<file path="config.mk">
export PLATFORM = sky130hd
export DESIGN_NAME = fetch_unit_flat
export DESIGN_NICKNAME = d
export VERILOG_FILES = /design/src/rtl/riscv_pkg.sv /design/src/rtl/fetch_unit_if.sv /design/src/rtl/fetch_fifo.sv /design/src/rtl/fetch_unit.sv /design/src/flat_wrapper.sv
export SDC_FILE = /design/constraint.sdc
export NUM_CORES = 1
export LEC_CHECK = 0
export ABC_AREA = 1
export BUFFER_PORTS_ARGS = -buffer_cell sky130_fd_sc_hd__buf_2
export CELL_PAD_IN_SITES_DETAIL_PLACEMENT = 1
export CELL_PAD_IN_SITES_GLOBAL_PLACEMENT = 2
export CORE_UTILIZATION = 29
export CTS_CLUSTER_DIAMETER = 40
export DETAILED_ROUTE_END_ITERATION = 6
export PLACE_DENSITY_LB_ADDON = 0.08
export SKIP_CTS_REPAIR_TIMING = 1
export SLEW_MARGIN = 40
export SYNTH_ARGS = -nofsm -noshare
export SYNTH_HDL_FRONTEND = slang
export SYNTH_HIERARCHICAL = 1
export SYNTH_SLANG_ARGS = --single-unit
export TNS_END_PERCENT = 20
</file>
<file path="constraint.sdc">
create_clock -name clk -period 3.2 [get_ports clk]
set_input_delay 0 -clock clk [delete_from_list [all_inputs] [get_ports clk]]
set_output_delay 0 -clock clk [all_outputs]
set_load 0.02 [all_outputs]
</file>
<file path="src/rtl/riscv_pkg.sv">
// Shared constants and types for the instruction fetch stage.
package riscv_pkg;

  localparam int unsigned XLEN      = 32;
  localparam logic [31:0] NOP_INSTR = 32'h0000_0013;

  typedef enum logic [1:0] {
    FETCH = 2'd0,
    DRAIN = 2'd1,
    HALT  = 2'd2
  } fetch_state_e;

  function automatic logic [XLEN-1:0] pc_plus4(input logic [XLEN-1:0] pc);
    return pc + XLEN'(4);
  endfunction

endpackage

</file>
<file path="src/rtl/fetch_unit_if.sv">
// Instruction memory request/response channel between fetch (master) and memory (slave).
interface fetch_unit_if;
  import riscv_pkg::*;

  logic            imem_req_valid;
  logic            imem_req_ready;
  logic [XLEN-1:0] imem_req_addr;
  logic            imem_rsp_valid;
  logic [31:0]     imem_rsp_data;

  modport master (
    output imem_req_valid, imem_req_addr,
    input  imem_req_ready, imem_rsp_valid, imem_rsp_data
  );

  modport slave (
    input  imem_req_valid, imem_req_addr,
    output imem_req_ready, imem_rsp_valid, imem_rsp_data
  );

endinterface

</file>
<file path="src/rtl/fetch_fifo.sv">
// Small synchronous FIFO buffering returned instructions; clear has priority over push/pop.
module fetch_fifo #(
  parameter  int unsigned DEPTH = 2,
  parameter  int unsigned WIDTH = 32,
  localparam int unsigned CW    = $clog2(DEPTH + 1),
  localparam int unsigned PW    = (DEPTH > 1) ? $clog2(DEPTH) : 1
) (
  input  logic             clk,
  input  logic             rst,
  input  logic             push_i,
  input  logic             pop_i,
  input  logic             clear_i,
  input  logic [WIDTH-1:0] data_i,
  output logic [WIDTH-1:0] data_o,
  output logic [CW-1:0]    count_o,
  output logic             full_o,
  output logic             empty_o
);

  logic [WIDTH-1:0] mem_q [DEPTH];
  logic [PW-1:0]    rd_q, wr_q;
  logic [CW-1:0]    cnt_q;
  logic             do_push, do_pop;

  function automatic logic [PW-1:0] next_ptr(input logic [PW-1:0] p);
    return (p == PW'(DEPTH - 1)) ? '0 : p + PW'(1);
  endfunction

  assign full_o  = (cnt_q == CW'(DEPTH));
  assign empty_o = (cnt_q == '0);
  assign count_o = cnt_q;
  assign data_o  = mem_q[rd_q];
  assign do_push = push_i && !full_o;
  assign do_pop  = pop_i && !empty_o;

  always_ff @(posedge clk or posedge rst) begin
    if (rst) begin
      rd_q  <= '0;
      wr_q  <= '0;
      cnt_q <= '0;
    end else if (clear_i) begin
      rd_q  <= '0;
      wr_q  <= '0;
      cnt_q <= '0;
    end else begin
      if (do_push) wr_q <= next_ptr(wr_q);
      if (do_pop)  rd_q <= next_ptr(rd_q);
      cnt_q <= cnt_q + CW'(do_push) - CW'(do_pop);
    end
  end

  always_ff @(posedge clk) begin
    if (do_push && !clear_i) mem_q[wr_q] <= data_i;
  end

endmodule

</file>
<file path="src/rtl/fetch_unit.sv">
// Instruction fetch: PC generation, credit-limited imem requests, response buffer and IF/ID register.
// Optional misaligned-redirect trap enabled by defining FETCH_MISALIGN_TRAP_EN.
module fetch_unit
  import riscv_pkg::*;
#(
  parameter logic [XLEN-1:0] RESET_PC   = '0,
  parameter int unsigned     FIFO_DEPTH = 2
) (
  input  logic            clk,
  input  logic            reset,
  fetch_unit_if.master    imem,
  input  logic            StallD,
  input  logic            FlushD,
  input  logic            PCSrcE,
  input  logic [XLEN-1:0] PCTargetE,
  output logic [31:0]     InstrD,
  output logic [XLEN-1:0] PCD,
  output logic [XLEN-1:0] PCPlus4D,
  output logic            InstrValidD,
  output logic            FetchFaultD
);

  localparam int unsigned CW  = $clog2(FIFO_DEPTH + 1);
  localparam int unsigned CWP = CW + 1;
  localparam logic [1:0] ST_FETCH = FETCH;
  localparam logic [1:0] ST_DRAIN = DRAIN;
  localparam logic [1:0] ST_HALT  = HALT;

  logic [1:0]      state_q, state_d;
  logic [XLEN-1:0] fetch_pc_q, fetch_pc_d, deliver_pc_q, deliver_pc_d;
  logic [CW-1:0]   out_cnt_q, out_cnt_d, drop_cnt_q, drop_cnt_d;
  logic [31:0]     instr_q, instr_d;
  logic [XLEN-1:0] pcd_q, pcd_d;
  logic            valid_q, valid_d;

  logic [XLEN-1:0] target;
  logic            misalign;
  logic [CW-1:0]   fifo_cnt;
  logic [31:0]     fifo_head;
  logic            fifo_full, fifo_empty, fifo_pop, rsp_push;
  logic            req_valid, req_hs, rsp_v;

`ifdef FETCH_MISALIGN_TRAP_EN
  assign target   = PCTargetE;
  assign misalign = |PCTargetE[1:0];
`else
  logic unused_tgt_lsb;
  assign unused_tgt_lsb = ^PCTargetE[1:0];
  assign target   = {PCTargetE[XLEN-1:2], 2'b00};
  assign misalign = 1'b0;
`endif

  // Stale requests still hold credits, so the limit covers every request that can still respond.
  assign req_valid = !reset && !PCSrcE && (state_q != ST_HALT) &&
                     (({1'b0, out_cnt_q} + {1'b0, fifo_cnt}) < CWP'(FIFO_DEPTH));
  assign req_hs    = req_valid && imem.imem_req_ready;
  assign rsp_v     = imem.imem_rsp_valid;
  assign rsp_push  = rsp_v && (drop_cnt_q == '0) && !PCSrcE;
  assign fifo_pop  = !PCSrcE && !FlushD && !StallD && !fifo_empty;

  assign imem.imem_req_valid = req_valid;
  assign imem.imem_req_addr  = fetch_pc_q;

  fetch_fifo #(.DEPTH(FIFO_DEPTH), .WIDTH(32)) u_fifo (
    .clk     (clk),
    .rst     (reset),
    .push_i  (rsp_push),
    .pop_i   (fifo_pop),
    .clear_i (PCSrcE),
    .data_i  (imem.imem_rsp_data),
    .data_o  (fifo_head),
    .count_o (fifo_cnt),
    .full_o  (fifo_full),
    .empty_o (fifo_empty)
  );

  always_comb begin
    out_cnt_d    = out_cnt_q + CW'(req_hs) - CW'(rsp_v);
    drop_cnt_d   = drop_cnt_q;
    fetch_pc_d   = fetch_pc_q;
    deliver_pc_d = deliver_pc_q;
    state_d      = state_q;
    instr_d      = instr_q;
    pcd_d        = pcd_q;
    valid_d      = valid_q;
    if (PCSrcE) begin
      // Everything still outstanding after this edge belongs to the old stream.
      drop_cnt_d   = out_cnt_d;
      fetch_pc_d   = target;
      deliver_pc_d = target;
      instr_d      = NOP_INSTR;
      valid_d      = 1'b0;
      if (misalign)               state_d = ST_HALT;
      else if (out_cnt_d != '0)   state_d = ST_DRAIN;
      else                        state_d = ST_FETCH;
    end else begin
      if (req_hs) fetch_pc_d = pc_plus4(fetch_pc_q);
      if (rsp_v && (drop_cnt_q != '0)) drop_cnt_d = drop_cnt_q - CW'(1);
      if (FlushD) begin
        instr_d = NOP_INSTR;
        valid_d = 1'b0;
      end else if (!StallD) begin
        if (!fifo_empty) begin
          instr_d      = fifo_head;
          pcd_d        = deliver_pc_q;
          valid_d      = 1'b1;
          deliver_pc_d = pc_plus4(deliver_pc_q);
        end else begin
          instr_d = NOP_INSTR;
          valid_d = 1'b0;
        end
      end
      if ((state_q == ST_DRAIN) && (drop_cnt_d == '0)) state_d = ST_FETCH;
    end
  end

  always_ff @(posedge clk or posedge reset) begin
    if (reset) begin
      state_q      <= ST_FETCH;
      fetch_pc_q   <= RESET_PC;
      deliver_pc_q <= RESET_PC;
      out_cnt_q    <= '0;
      drop_cnt_q   <= '0;
      instr_q      <= NOP_INSTR;
      pcd_q        <= RESET_PC;
      valid_q      <= 1'b0;
    end else begin
      state_q      <= state_d;
      fetch_pc_q   <= fetch_pc_d;
      deliver_pc_q <= deliver_pc_d;
      out_cnt_q    <= out_cnt_d;
      drop_cnt_q   <= drop_cnt_d;
      instr_q      <= instr_d;
      pcd_q        <= pcd_d;
      valid_q      <= valid_d;
    end
  end

  assign InstrD      = instr_q;
  assign PCD         = pcd_q;
  assign PCPlus4D    = pc_plus4(pcd_q);
  assign InstrValidD = valid_q;

`ifdef FETCH_MISALIGN_TRAP_EN
  assign FetchFaultD = (state_q == ST_HALT);
`else
  assign FetchFaultD = 1'b0;
`endif

  a_rsp_has_slot: assert property (@(posedge clk) disable iff (reset) !(rsp_push && fifo_full));

endmodule
</file>
<file path="src/flat_wrapper.sv">
// flat-port wrapper written by rule: the top's interface ports become plain ports
module fetch_unit_flat import riscv_pkg::*;
#(
  parameter logic [XLEN-1:0] RESET_PC   = '0,
  parameter int unsigned     FIFO_DEPTH = 2
)
  (clk, reset, StallD, FlushD, PCSrcE, PCTargetE, InstrD, PCD, PCPlus4D, InstrValidD, FetchFaultD, imem_imem_req_valid, imem_imem_req_addr, imem_imem_req_ready, imem_imem_rsp_valid, imem_imem_rsp_data);
  fetch_unit_if imem_i ();
  input  logic clk;
  input  logic reset;
  input  logic StallD;
  input  logic FlushD;
  input  logic PCSrcE;
  input  logic [XLEN-1:0] PCTargetE;
  output logic [31:0] InstrD;
  output logic [XLEN-1:0] PCD;
  output logic [XLEN-1:0] PCPlus4D;
  output logic InstrValidD;
  output logic FetchFaultD;
  output wire logic [$bits(imem_i.imem_req_valid)-1:0] imem_imem_req_valid;
  output wire logic [$bits(imem_i.imem_req_addr)-1:0] imem_imem_req_addr;
  input wire logic [$bits(imem_i.imem_req_ready)-1:0] imem_imem_req_ready;
  input wire logic [$bits(imem_i.imem_rsp_valid)-1:0] imem_imem_rsp_valid;
  input wire logic [$bits(imem_i.imem_rsp_data)-1:0] imem_imem_rsp_data;
  assign imem_imem_req_valid = imem_i.imem_req_valid;
  assign imem_imem_req_addr = imem_i.imem_req_addr;
  assign imem_i.imem_req_ready = imem_imem_req_ready;
  assign imem_i.imem_rsp_valid = imem_imem_rsp_valid;
  assign imem_i.imem_rsp_data = imem_imem_rsp_data;
  fetch_unit #(.RESET_PC(RESET_PC), .FIFO_DEPTH(FIFO_DEPTH)) u_core (.clk(clk), .reset(reset), .imem(imem_i), .StallD(StallD), .FlushD(FlushD), .PCSrcE(PCSrcE), .PCTargetE(PCTargetE), .InstrD(InstrD), .PCD(PCD), .PCPlus4D(PCPlus4D), .InstrValidD(InstrValidD), .FetchFaultD(FetchFaultD));
endmodule
</file>
==> metrics.txt <==
# TYPE chip_impl_metric gauge
chip_impl_metric{name="drt_iter0_markers",unit=""} 381
chip_impl_info{name="crit_top_cell",value="nand2_1"} 1
chip_impl_metric{name="place.port_buffers",unit=""} 192
chip_impl_metric{name="gp_congestion",unit=""} 0.801
chip_impl_metric{name="floorplan.initialDensity",unit="%"} 29.3
chip_impl_metric{name="cts_htree_levels",unit=""} 4
chip_impl_metric{name="antenna_found_initial",unit=""} 1
chip_impl_info{name="critical_path.endpoint_type",value="flop"} 1
chip_impl_metric{name="grt_overflow",unit=""} 0
chip_impl_metric{name="clkTransAtPathRegs",unit="ns"} 0.08
chip_impl_metric{name="fillers",unit=""} 4138
chip_impl_metric{name="setup_violation_total_in_the_final_timing_report",unit=""} 0
chip_impl_metric{name="drt-pass1-iter-count",unit=""} 4
chip_impl_metric{name="mappedNetlistArea",unit="sq um"} 10100
chip_impl_metric{name="cp_data_required_time",unit="ns"} 3.52
chip_impl_metric{name="power_density",unit="nW/um^2"} 618
chip_impl_metric{name="p_leak",unit="nW"} 5.95
chip_impl_metric{name="final.setup.tns",unit="ns"} 0
chip_impl_metric{name="vdd_ir_drop_max",unit="uV"} 361
chip_impl_metric{name="placement_rows",unit=""} 68
chip_impl_metric{name="vias",unit=""} 9060
chip_impl_metric{name="drv_cap",unit=""} 0
chip_impl_metric{name="clock_sink_count",unit=""} 195
chip_impl_metric{name="detail_route.wirelength",unit="microns"} 33600
chip_impl_metric{name="grt_util_all_layers",unit="%"} 19.1
chip_impl_metric{name="y_dimension_of_the_die",unit="microns"} 189
chip_impl_metric{name="synth_area_per_cell",unit="sq um"} 8.32
chip_impl_metric{name="hold_slack_final",unit="ns"} -0.0232
chip_impl_info{name="violated_checks",value="hold timing"} 1
chip_impl_metric{name="num_antenna_cells",unit=""} 0
chip_impl_metric{name="layout_worst_path_cycle_share",unit="%"} 82.1
chip_impl_metric{name="clockBufferDepth",unit=""} 2
chip_impl_metric{name="timing.slew.headroom",unit="%"} 45.4
chip_impl_metric{name="layout-drive-gt1-share",unit="%"} 18.3
chip_impl_metric{name="number_of_instances_in_the_placed_design",unit=""} 1835
chip_impl_metric{name="fmaxAchievable",unit="MHz"} 381
chip_impl_metric{name="cts-buffers-inserted",unit=""} 17
chip_impl_metric{name="detailed_place_hpwl",unit="microns"} 24100
chip_impl_metric{name="finalClockSkew",unit="ns"} 0.0133
chip_impl_info{name="worst_hold_startpoint",value="PCTargetE[2]"} 1
chip_impl_metric{name="die_area",unit="sq um"} 35600
chip_impl_metric{name="min_period",unit="ns"} 2.63
chip_impl_metric{name="cp.arrival",unit="ns"} 2.95
chip_impl_metric{name="slowest_delay",unit="ns"} 0.57
chip_impl_metric{name="design.final.nets",unit=""} 1545
chip_impl_metric{name="postLayoutCoreUtil",unit="%"} 37.0
chip_impl_metric{name="max_slew.worst_pin.slew",unit="ns"} 0.818
chip_impl_metric{name="clk-insertion-delay-late",unit="ns"} 0.44
chip_impl_metric{name="syn2layout_area_growth",unit="%"} 26.0
chip_impl_info{name="start_kind",value="flop"} 1
chip_impl_metric{name="maximum_number_of_pins_on_one_net_before_global_route_repair",unit=""} 74
chip_impl_metric{name="hold_viol",unit=""} 2
chip_impl_info{name="crit_chain",value="nand2_1 -> inv_1 -> fa_1 -> nor2_1 -> nand4_4 -> nand2_1 -> buf_4 -> o221ai_1 -> dlygate4sd3_1"} 1
chip_impl_metric{name="wl_per_cell",unit="microns"} 17.4
chip_impl_metric{name="stdcell_count",unit=""} 1932
chip_impl_metric{name="first_global_vias",unit=""} 9252
chip_impl_metric{name="grt_pass1_wl",unit="microns"} 52600
chip_impl_metric{name="synth_cells",unit=""} 1215
chip_impl_info{name="outcome",value="complete, but fails checks"} 1
chip_impl_info{name="cp-startpoint",value="u_core/u_fifo/count_o[0]"} 1
chip_impl_info{name="clockRootBuffer",value="clkbuf_16"} 1
chip_impl_metric{name="io-pin-count",unit=""} 202
chip_impl_info{name="hp-class",value="primary input to flop"} 1
chip_impl_info{name="rsz0062_at_grt",value="no"} 1
chip_impl_metric{name="yosysWarningCount",unit=""} 6
chip_impl_info{name="crit_path_top_delay_cell",value="dlygate4sd3_1"} 1
chip_impl_metric{name="design.core.area",unit="sq um"} 34500
chip_impl_metric{name="antenna_left",unit=""} 0
chip_impl_metric{name="report.final.slew_viol_count",unit=""} 0
chip_impl_metric{name="drc_errors",unit=""} 0
chip_impl_metric{name="crit_path_max_fanout",unit=""} 20
chip_impl_info{name="regToRegStartpoint",value="u_core/u_fifo/count_o[0]"} 1
chip_impl_info{name="critPathKind",value="flop to flop"} 1
chip_impl_metric{name="via_per_inst",unit=""} 4.69
chip_impl_info{name="cts_tree",value="built"} 1
chip_impl_metric{name="die_x_extent",unit="microns"} 189
==> sequential cells by signal, summed over array words and instances, names as in the netlist, 2 cells and up <==
signal,count
u_core/PCD,30
u_core/u_fifo/mem_q,64
u_core/imem.imem_req_addr,30
u_core/InstrD,32
u_core/drop_cnt_q,2
u_core/deliver_pc_q,30
u_core/out_cnt_q,2
u_core/u_fifo/count_o,2
==> cell type report <==
type                            instances  area (sq um)  share of cell area, %
Tap cell                              455           569                   4.47
Sequential cell                       195          5200                   40.8
Inverter                              138           533                   4.18
Timing Repair Buffer                  271          1740                   13.7
Clock inverter                         13          97.6                  0.766
Clock buffer                           18           429                   3.37
Multi-Input combinational cell        842          4170                   32.7
==> cell usage in the layout (no fill, tap or decap), types with 3 or more instances in the layout <==
cell and instances:
nand2_1 349, buf_2 192, inv_1 131, dfrtp_1 128, nor2_1 127, nand3_1 86, dlygate4sd3_1 66, edfxtp_1 64
a21oi_1 58, o21ai_0 46, xor2_1 34, a32o_1 29, nor3_1 22, clkbuf_16 17, nand4_1 12, buf_4 11
nand2_2 10, nand3b_1 9, o211ai_1 8, ha_1 8, conb_1 7, inv_6 6, inv_2 5, nor2_2 5
inv_8 3, dfstp_2 3, nor3_4 3, nor2_4 3, a31oi_1 3, or2_2 3, o22ai_1 3
==> metal layers <==
layer / wire (microns) / up-vias / part of all wire (%) / GRT usage [%]
met5: 0 / - / 0 / 0
met4: 359 / 0 / 1.1 / 4.28
met3: 1200 / 17 / 3.6 / 4.25
met2: 17200 / 152 / 51 / 33.6
met1: 14800 / 4435 / 44 / 23.8
li1: - / 4456 / - / -
==> worst max-delay path: cells and delay by family (launching register included) <==
kind,cells,cell delay (ns)
simple gates,4,0.65
buf+inv,3,0.93
compound gates,1,0.14
flops,1,0.44
fa+ha+maj,1,0.35
==> metrics by stage <==
stage | power [mW] | instance area, sq um | worst slack (ns) | hold WS, ns
after floorplan | 4.91 | 10100 | -0.179 | -0.234
after global placement | 5.84 | 11600 | 0.713 | -0.0354
after detailed placement | 5.87 | 11600 | 0.633 | -0.0376
after CTS | 7.96 | 12100 | 0.601 | -0.529
after global routing | 8.39 | 12700 | 0.367 | 0.0105
final | 7.87 | 12700 | 0.574 | -0.0232
==> power by group <==
| part | switching, mW | leakage (nW) | total [mW] | internal [mW] |
|---|---|---|---|---|
| Combinational | 1.63 | 3.51 | 2.45 | 0.821 |
| Clock | 1.03 | 0.259 | 2.03 | 1.01 |
| Sequential | 0.452 | 2.19 | 3.39 | 2.93 |
| Total | 3.11 | 5.95 | 7.87 | 4.76 |
==> final timing paths <==
kind,depth (start not counted),slack [ns],endpoint
max,9,0.57,u_core/imem.imem_req_addr[6]
min,5,-0.02,u_core/imem.imem_req_addr[2]
max reg2reg,9,0.57,u_core/imem.imem_req_addr[6]
min reg2reg,1,0.52,u_core/InstrD[28]
max in group asynchronous,4,2.26,u_core/InstrD[1]
min in group asynchronous,3,0.06,u_core/u_fifo/count_o[1]
Note: power is estimated with default switching activity, not from simulation.
